===== src/rtl/alu_operand_ctrl.sv =====
// alu_operand_ctrl: decodes ALU operand selects in ID, tracks in-flight destinations for forwarding and detects load-use hazards.
module alu_operand_ctrl #(
    parameter int NUM_FWD_STAGES = 2,
    parameter bit ENABLE_FWD = 1'b1,
    localparam int STAGE_W = NUM_FWD_STAGES > 1 ? $clog2(NUM_FWD_STAGES) : 1
) (
    input  logic               clk,
    input  logic               rst,
    input  logic [31:0]        id_inst,
    input  logic               id_valid,
    input  logic               stall_in,
    input  logic               flush,
    output logic               hazard_stall,
    output logic               ex_valid,
    output logic [1:0]         ex_a_sel,
    output logic [1:0]         ex_b_sel,
    output logic [STAGE_W-1:0] ex_rs1_fwd_stage,
    output logic               ex_rs2_fwd,
    output logic [STAGE_W-1:0] ex_rs2_fwd_stage
);
    logic [6:0] op;
    logic [4:0] rd, rs1, rs2;
    logic is_r, is_iar, is_ld, is_st, is_br, is_jalr, is_jal, is_lui, is_aui, is_csr;
    logic reads_rs1, reads_rs2, writes_rd, imm_b;
    logic hit1, hit2, ld1, ld2, hazard, issue, fwd1, fwd2;
    logic [STAGE_W-1:0] k1, k2;
    logic [1:0] a_dec, b_dec;
    logic unused_bits;
    logic ex_valid_q, ex_valid_d, ex_rs2_fwd_q, ex_rs2_fwd_d;
    logic [1:0] a_sel_q, a_sel_d, b_sel_q, b_sel_d;
    logic [STAGE_W-1:0] st1_q, st1_d, st2_q, st2_d;
    logic [NUM_FWD_STAGES-1:0] hv_q, hv_d, hld_q, hld_d;
    logic [NUM_FWD_STAGES-1:0][4:0] hrd_q, hrd_d;

    assign op      = id_inst[6:0];
    assign rd      = id_inst[11:7];
    assign rs1     = id_inst[19:15];
    assign rs2     = id_inst[24:20];
    assign is_r    = op == 7'b0110011;
    assign is_iar  = op == 7'b0010011;
    assign is_ld   = op == 7'b0000011;
    assign is_st   = op == 7'b0100011;
    assign is_br   = op == 7'b1100011;
    assign is_jalr = op == 7'b1100111;
    assign is_jal  = op == 7'b1101111;
    assign is_lui  = op == 7'b0110111;
    assign is_aui  = op == 7'b0010111;
    assign is_csr  = op == 7'b1110011;
    assign unused_bits = ^{id_inst[31:25], id_inst[13:12]};

    assign reads_rs1 = is_r | is_iar | is_ld | is_st | is_br | is_jalr | (is_csr & ~id_inst[14]);
    assign reads_rs2 = is_r | is_st | is_br;
    assign writes_rd = is_r | is_iar | is_ld | is_lui | is_aui | is_jal | is_jalr | is_csr;
    assign imm_b     = is_iar | is_lui | is_aui | is_jal | is_jalr | is_br | is_st | is_ld | is_csr;

    // Scan oldest to youngest so the youngest matching producer wins.
    always_comb begin
        hit1 = 1'b0;
        hit2 = 1'b0;
        ld1  = 1'b0;
        ld2  = 1'b0;
        k1   = '0;
        k2   = '0;
        for (int k = NUM_FWD_STAGES - 1; k >= 0; k--) begin
            if (reads_rs1 && rs1 != 5'd0 && hv_q[k] && hrd_q[k] == rs1) begin
                hit1 = 1'b1;
                k1   = STAGE_W'(k);
                ld1  = hld_q[k];
            end
            if (reads_rs2 && rs2 != 5'd0 && hv_q[k] && hrd_q[k] == rs2) begin
                hit2 = 1'b1;
                k2   = STAGE_W'(k);
                ld2  = hld_q[k];
            end
        end
    end

    assign hazard = ENABLE_FWD ? ((hit1 && k1 == '0 && ld1) || (hit2 && k2 == '0 && ld2)) : (hit1 || hit2);
    assign hazard_stall = id_valid & hazard & ~flush;
    assign issue = id_valid & ~hazard & ~flush;
    assign fwd1  = ENABLE_FWD && hit1;
    assign fwd2  = ENABLE_FWD && hit2;
    assign a_dec = (is_aui | is_jal | is_br) ? 2'b01 : fwd1 ? 2'b10 : 2'b00;
    assign b_dec = imm_b ? 2'b01 : fwd2 ? 2'b10 : 2'b00;

    always_comb begin
        ex_valid_d   = ex_valid_q;
        a_sel_d      = a_sel_q;
        b_sel_d      = b_sel_q;
        st1_d        = st1_q;
        ex_rs2_fwd_d = ex_rs2_fwd_q;
        st2_d        = st2_q;
        hv_d         = hv_q;
        hld_d        = hld_q;
        hrd_d        = hrd_q;
        if (!stall_in) begin
            ex_valid_d   = issue;
            a_sel_d      = issue ? a_dec : 2'b00;
            b_sel_d      = issue ? b_dec : 2'b00;
            st1_d        = (issue && fwd1) ? k1 : '0;
            ex_rs2_fwd_d = issue && fwd2;
            st2_d        = (issue && fwd2) ? k2 : '0;
            for (int k = NUM_FWD_STAGES - 1; k > 0; k--) begin
                hv_d[k]  = hv_q[k-1] & ~flush;
                hld_d[k] = hld_q[k-1];
                hrd_d[k] = hrd_q[k-1];
            end
            hv_d[0]  = issue & writes_rd;
            hld_d[0] = is_ld;
            hrd_d[0] = rd;
        end
    end

    always_ff @(posedge clk or posedge rst) begin
        if (rst) begin
            ex_valid_q   <= 1'b0;
            a_sel_q      <= 2'b00;
            b_sel_q      <= 2'b00;
            st1_q        <= '0;
            ex_rs2_fwd_q <= 1'b0;
            st2_q        <= '0;
            hv_q         <= '0;
            hld_q        <= '0;
            hrd_q        <= '0;
        end else begin
            ex_valid_q   <= ex_valid_d;
            a_sel_q      <= a_sel_d;
            b_sel_q      <= b_sel_d;
            st1_q        <= st1_d;
            ex_rs2_fwd_q <= ex_rs2_fwd_d;
            st2_q        <= st2_d;
            hv_q         <= hv_d;
            hld_q        <= hld_d;
            hrd_q        <= hrd_d;
        end
    end

    assign ex_valid         = ex_valid_q;
    assign ex_a_sel         = a_sel_q;
    assign ex_b_sel         = b_sel_q;
    assign ex_rs1_fwd_stage = st1_q;
    assign ex_rs2_fwd       = ex_rs2_fwd_q;
    assign ex_rs2_fwd_stage = st2_q;
endmodule

===== config.mk =====
export PLATFORM = sky130hd
export DESIGN_NAME = alu_operand_ctrl
export DESIGN_NICKNAME = d
export VERILOG_FILES = /design/src/rtl/alu_operand_ctrl.sv
export SDC_FILE = /design/constraint.sdc
export NUM_CORES = 1
export LEC_CHECK = 0
export BUFFER_PORTS_ARGS = -buffer_cell sky130_fd_sc_hd__buf_2
export CAP_MARGIN = 10
export CORE_ASPECT_RATIO = 0.7
export CORE_MARGIN = 2
export CORE_UTILIZATION = 44
export DETAILED_ROUTE_END_ITERATION = 8
export PLACE_DENSITY_LB_ADDON = 0.08
export SYNTH_ARGS = -nofsm -noshare
export SYNTH_HDL_FRONTEND = slang
export SYNTH_SLANG_ARGS = --single-unit

===== constraint.sdc =====
create_clock -name clk -period 1.4 [get_ports clk]
set_input_delay 0.07 -clock clk [delete_from_list [all_inputs] [get_ports clk]]
set_output_delay 0.07 -clock clk [all_outputs]
set_load 0.1 [all_outputs]

==> metrics.md, run 1 <==
| Metric | Value |
|---|---|
| Die Span Y | `49.9 um` |
| Crit path from | `hrd_q[1]` |
| Yosys reg bits | `21` |
| Final GP Congestion | `0.933` |
| Synth area leaders | `dfrtp_1 40%, mux2_2 8.5%, xnor2_1 7.9%` |
| Max clock buf depth | `2` |
| Arr. time, crit path | `1.93 ns` |
| DR vias | `1240` |
| Clk pin slew, worst setup/hold paths | `0.08 ns` |
| Cell area after layout | `0.00190 mm2` |
| Static leakage | `0.865 nW` |
| Final Hold Viols | `0` |
| Failing checks | `setup timing` |
| Non-Filler Instances | `238` |
| CP endpoint kind | `output pin` |
| Mapped Nets | `171` |
| Worst Path Required | `1.33 ns` |
| Hold crit path type | `primary input to flip-flop` |
| Die width | `69.6 um` |
| Placed insts | `230` |
| Power Density | `789 mW/mm2` |
| Post-Route WL | `3410 um` |
| GRT met1 Usage | `29.7%` |
| Ys Warns | `0` |
| Most used DFF post-synth | `dfrtp_1` |
| Critical Path Source Type | `flip-flop` |
| Number of inserted diodes | `0` |
| # DRC | `0` |
| Kind of critical path | `flip-flop to output pin` |
| Max-slew headroom | `64.5%` |
| Part of the Yosys area used for sequential elements | `39.7%` |
| Total GRT Usage | `21.1%` |
| Worst VDD drop | `0.591 mV` |
| Initial Utilization | `46.9%` |
| Worst stage delay on the critical path | `0.41 ns` |
| Fin nets | `240` |
| Vias per cell | `5.21` |
| WP buf/inv | `1` |
| Setup slack after layout | `-0.598 ns` |
| Minimum clock period | `2.00 ns` |
| Largest net degree at the start of global routing | `22` |
| Synth Instances | `134` |
| Fmax | `500 MHz` |
| Worst path slowest cell | `dfrtp_1` |
| Reg-to-Reg Start | `hrd_q[0]` |
| Synth async-reset ratio | `100%` |
| Critical Path, Cell by Cell | `xor2_1 > nor4_1 > and3_2 > a21oi_1 > nor4b_4 > buf_12` |
| Input/output buffers | `36` |
| Max-cap violations | `0` |
| Final Slew Violations | `0` |
| Area Overhead vs Synth | `43.2%` |
| Initial antenna violation count | `0` |
| TritonCTS Sinks | `21` |
| Hold Crit Start | `id_inst[7]` |
| RSZ-0062 raised after global routing | `yes` |
| Fin crit share | `143%` |
| Fin Hold WS | `0.0365 ns` |
| Cell family contributing the most delay on the critical path | `simple AND/OR/NAND/NOR gates` |
| Number of global-route vias before repair | `1221` |
| HPWL Detailed | `2690 um` |
| Post-place instance area | `0.00178 mm2` |
| Distinct cell type count after synthesis | `41` |
| Layout cell share with drive strength beyond 1 | `48.0%` |
| GRT met3 Usage | `5.11%` |
| Netlist Area Pre-Place | `0.00133 mm2` |
| Clk_lat worst skew | `0.26 ns` |
| Post-synthesis average cell area | `9.89 um2` |
| DRT iter0 DRCs | `85` |
| CORE AREA | `0.00282 mm2` |
| CTS tree | `done` |
| CTS Buf Count | `3` |
| Core Util, Final | `67.2%` |
| Antenna viol nets, final | `0` |
| Top Usage Layer GRT | `met2` |
| Fin Clk Skew | `0.00503 ns` |
| # IOs | `46` |
| Number of flops mapped to enable cells by yosys | `0` |
| Status | `complete, but fails checks` |
| Final setup vio count | `10` |
| Grt total ovfl | `0` |
| CTS Root Cell | `clkbuf_8` |
| Drt pass-1 iters | `4` |
| First-pass GRT wire length | `5670 um` |
| Routed len/inst | `14.3 um` |
| Row cnt | `16` |
| Post-synth top area cell | `dfrtp_1` |
| Met2 Track Usage GR | `33.8%` |
| Synth top area share | `39.7%` |
| Htree depth | `1` |
| Worst-path fanout max | `3` |
| Tightest Pin Transition | `0.519 ns` |
| Die ar. | `0.00347 mm2` |
==> layout make-up <==
type	count	area, um2
Multi-Input combinational cell	105	817
Inverter	4	15.0
Clock buffer	3	41.3
Timing Repair Buffer	68	445
Sequential cell	21	526
Clock inverter	1	7.51
Tap cell	36	45.0
Fill cell	228	926
==> registers in the layout, summed over array words and instances (netlist names) <==
name	cells
ex_rs2_fwd_stage	1
ex_a_sel	2
hld_q	1
ex_b_sel	2
ex_rs2_fwd	1
ex_rs1_fwd_stage	1
hv_q	2
ex_valid	1
hrd_q	10
==> worst paths after layout <==
path                       slack [ns]  cells past startpoint           end
max in group asynchronous        0.80                      4    ex_rs2_fwd
hold / removal                   0.04                      2      hrd_q[0]
hold reg to reg                  0.49                      2   ex_a_sel[0]
min in group asynchronous        0.37                      4       hv_q[1]
setup / recovery                -0.60                      6  hazard_stall
setup reg to reg                -0.40                      8       hv_q[0]
==> layout by cell type, fill, tap and decap left out, types with 2 or more instances in the layout <==
cell	count
nor4_1	2
dfrtp_1	21
o21ai_1	2
nand3b_1	2
mux2_2	10
o21ai_2	4
xor2_1	8
nor3_1	3
a21oi_1	5
a21o_1	2
nand4_1	2
buf_6	2
buf_2	35
nand2b_1	3
buf_4	29
o21ai_0	4
xnor2_1	12
inv_1	4
nand2_1	14
nor2_1	9
clkbuf_8	3
==> worst reg2reg max path, cell delays in order, from the launching register on <==
cell and delay (ns):
dfrtp_1 0.40, buf_4 0.15, xnor2_1 0.13, and3_2 0.22, buf_4 0.13, buf_6 0.10, buf_6 0.11, a31o_4 0.26
o31ai_2 0.22
==> cell usage after synthesis (3+ instances only) <==
library cell / count
dfrtp_1: 21
nand2_1: 15
xnor2_1: 12
mux2_2: 10
nor2_1: 9
o21ai_0: 8
xor2_1: 8
a21oi_1: 5
inv_1: 4
nor3_1: 4
nand2b_1: 3
==> timing repair <==
item,4_1_cts,5_1_grt
resized for setup,8,2
setup buffers,3,1
hold endpoints to repair,21,0
pin swaps,7,3
setup endpoints to repair,10,10
hold buffers,1,0
==> power by group <==
group	switching [mW]	internal (mW)	total [mW]
logic	0.188	0.206	0.394
registers	0.0418	0.646	0.688
clock network	0.214	0.201	0.415
==> routing by layer <==
| layer | routed length, um | part of all wire [%] |
|---|---|---|
| met1 | 1680 | 49 |
| met2 | 1550 | 46 |
| met3 | 173 | 5.1 |
| met4 | 0 | 0 |
| met5 | 0 | 0 |
==> per-stage QoR <==
stage	setup TNS (ns)	power, mW	setup slack, ns
6_report	-3.73	1.50	-0.598
5_1_grt	-4.71	1.58	-0.724
4_1_cts	-2.96	1.51	-0.599
3_5_place_dp	-1.85	1.08	-0.305
3_3_place_gp	-1.54	1.07	-0.257
2_1_floorplan	-0.830	0.905	-0.830
==> kinds of logic (layout without fill, tap and decap cells) <==
group                  Yosys count  after routing  share of synthesized area (%)
XOR/XNOR                        20             20                           13.2
AND/OR/NAND/NOR                 43             43                           16.6
flip-flops                      21             21                           39.7
buffers and inverters            8             76                           2.93
multiplexers                    10             10                           8.50
AO/OA/AOI/OAI                   32             32                           19.1
Power figures use the tool's default switching activity.
==> run 2, diff against run 1 <==
--- a/config.mk
+++ b/config.mk
@@ -7,7 +7,6 @@
 export LEC_CHECK = 0
 export BUFFER_PORTS_ARGS = -buffer_cell sky130_fd_sc_hd__buf_2
 export CAP_MARGIN = 10
-export CORE_ASPECT_RATIO = 0.7
 export CORE_MARGIN = 2
 export CORE_UTILIZATION = 44
 export DETAILED_ROUTE_END_ITERATION = 8
==> run 2 against run 1 <==
  * The run ends with DRC, setup timing left
  * Combinational power down 3%
  * Sequential cell count unchanged
  * Largest cell class unchanged
  * Non-clock buffer count up 3
  * Clock power down 23%
==> metrics.md, run 2 (synthesis results as in run 1) <==
| Metric | Value |
|---|---|
| Power Density | `736 mW/mm2` |
| Static leakage | `0.862 nW` |
| Commonest non-fill, non-tap cell in the layout | `buf_2` |
| FF+latch area | `526 um2` |
| Reg-to-Reg Start | `hrd_q[3]` |
| Placed insts | `224` |
| CORE AREA | `0.00281 mm2` |
| Worst VDD drop | `0.484 mV` |
| RSZ-0062 raised after global routing | `yes` |
| Clk pin slew, worst setup/hold paths | `0.13 ns` |
| Final Slew Violations | `0` |
| Clk_lat worst skew | `0.32 ns` |
| Largest net degree at the start of global routing | `22` |
| Max FFs per register | `10` |
| Max clock buf depth | `2` |
| Arr. time, crit path | `2.09 ns` |
| CP endpoint kind | `output pin` |
| Tightest Pin Transition | `0.485 ns` |
| Die width | `58.9 um` |
| Commonest non-fill, non-tap cells in the layout | `35 x buf_2, 28 x buf_4, 21 x dfrtp_1` |
| Worst stage delay on the critical path | `0.45 ns` |
| Hold crit path type | `primary input to flip-flop` |
| Fmax | `464 MHz` |
| Fin Clk Skew | `0.00623 ns` |
| Kind of critical path | `flip-flop to output pin` |
| Total GRT Usage | `22.0%` |
| Fillers | `233` |
| Critical Path, Cell by Cell | `xor2_1 > nor4_1 > and3_2 > a21oi_1 > nor4b_4 > buf_12` |
| Drt pass-1 iters | `6` |
| Input/output buffers | `36` |
| Routed len/inst | `14.5 um` |
| Grt total ovfl | `0` |
| Fin Hold WS | `0.0315 ns` |
| Area Overhead vs Synth | `42.8%` |
| DR vias | `1223` |
| Post-Place Setup Slack | `-0.331 ns` |
| Non-Filler Instances | `236` |
| Die ar. | `0.00347 mm2` |
| Final setup vio count | `10` |
| Cell area after layout | `0.00189 mm2` |
| Number of inserted diodes | `0` |
| Antenna viol nets, final | `0` |
| Status | `complete, but fails checks` |
| Core Util, Final | `67.4%` |
| CTS tree | `done` |
| Worst path slowest cell | `dfrtp_1` |
| Worst-path fanout max | `4` |
| TritonCTS Sinks | `21` |
| Worst Path Required | `1.33 ns` |
| Final GP Congestion | `0.823` |
| Worst reg2reg setup slack | `-0.47 ns` |
| Fin nets | `243` |
| Die Span Y | `58.9 um` |
| HPWL Detailed | `2620 um` |
| CTS Buf Count | `3` |
| DRT iter0 DRCs | `33` |
| Hold Path Depth | `3` |
| First-pass GRT wire length | `5660 um` |
| WP buf/inv | `1` |
| R2R cell count | `8` |
| Vias per cell | `5.18` |
| Hold Crit Endpoint | `hld_q[0]` |
| Setup slack after layout | `-0.756 ns` |
| # IOs | `46` |
| Total power | `1.39 mW` |
| Final Hold Viols | `0` |
| # DRC | `2` |
| Minimum clock period | `2.16 ns` |
| Number of global-route vias before repair | `1251` |
| Hold Crit Start | `stall_in` |
| Initial antenna violation count | `0` |
| Initial Utilization | `47.2%` |
| Failing checks | `DRC, setup timing` |
| CTS Root Cell | `clkbuf_4` |
| Multi-input gate area | `806 um2` |
| Fin crit share | `154%` |
| Post-place instance area | `0.00177 mm2` |
| Max-cap violations | `0` |
| Cell family contributing the most delay on the critical path | `simple AND/OR/NAND/NOR gates` |
| Setup TNS | `-4.72 ns` |
| Register with the most flip-flops | `hrd_q` |
| Critical Path Source Type | `flip-flop` |
| Post-Route WL | `3420 um` |
| R2r endpoint | `ex_b_sel[1]` |
| Row cnt | `19` |
| Htree depth | `1` |
| Max-slew headroom | `66.8%` |
| Layout cell share with drive strength beyond 1 | `46.3%` |
==> run 2: changes by cell type in the layout (fill, tap and decap cells not counted), sizes merged <==
cell	before	now
buf	67	65
dlygate4sd3	1	6
==> run 2: what timing repair did <==
item | in CTS | in global routing
hold endpoints to repair | 26 | 0
resized for setup | 6 | 2
buffers inserted | 1 | 1
hold buffers | 6 | 0
pin swaps | 6 | 2
setup endpoints to repair | 10 | 10
==> run 2: worst min-delay path, cell delays in order <==
cell and delay, ns:
buf_2 0.14, nand2_1 0.06, o21ai_0 0.06
==> run 2: worst max-delay path by stage <==
stage	start	endpoint	slack (ns)	depth (start not counted)
global placement	hrd_q[1]	hazard_stall	-0.29	6
floorplan	hrd_q[1]	hazard_stall	-0.83	5
detailed placement	hrd_q[1]	hazard_stall	-0.33	6
finish	hrd_q[3]	hazard_stall	-0.76	6
global route	hrd_q[1]	hazard_stall	-0.84	6
CTS	hrd_q[1]	hazard_stall	-0.73	6
==> run 2: layout make-up <==
class                      instances  share of cell area [%]
sequential                        21                    27.8
timing repair buffer              71                    25.2
tap                               31                    2.05
multi-input combinational        105                    42.6
clock buffer                       3                    1.19
inverter                           4                   0.794
clock inverter                     1                   0.397
==> run 2: power breakdown <==
part / switching [mW] / internal [mW]
sequential: 0.0436 / 0.646
combinational: 0.181 / 0.202
clock: 0.210 / 0.109
==> run 2: routing by layer <==
layer  GRT usage (%)  routed length [um]  vias up
met3            5.05                 186        5
met5               0                   0        -
met4            5.84                  35        0
met1            29.7                1650      567
li1                -                   -      625
met2            35.7                1550       26
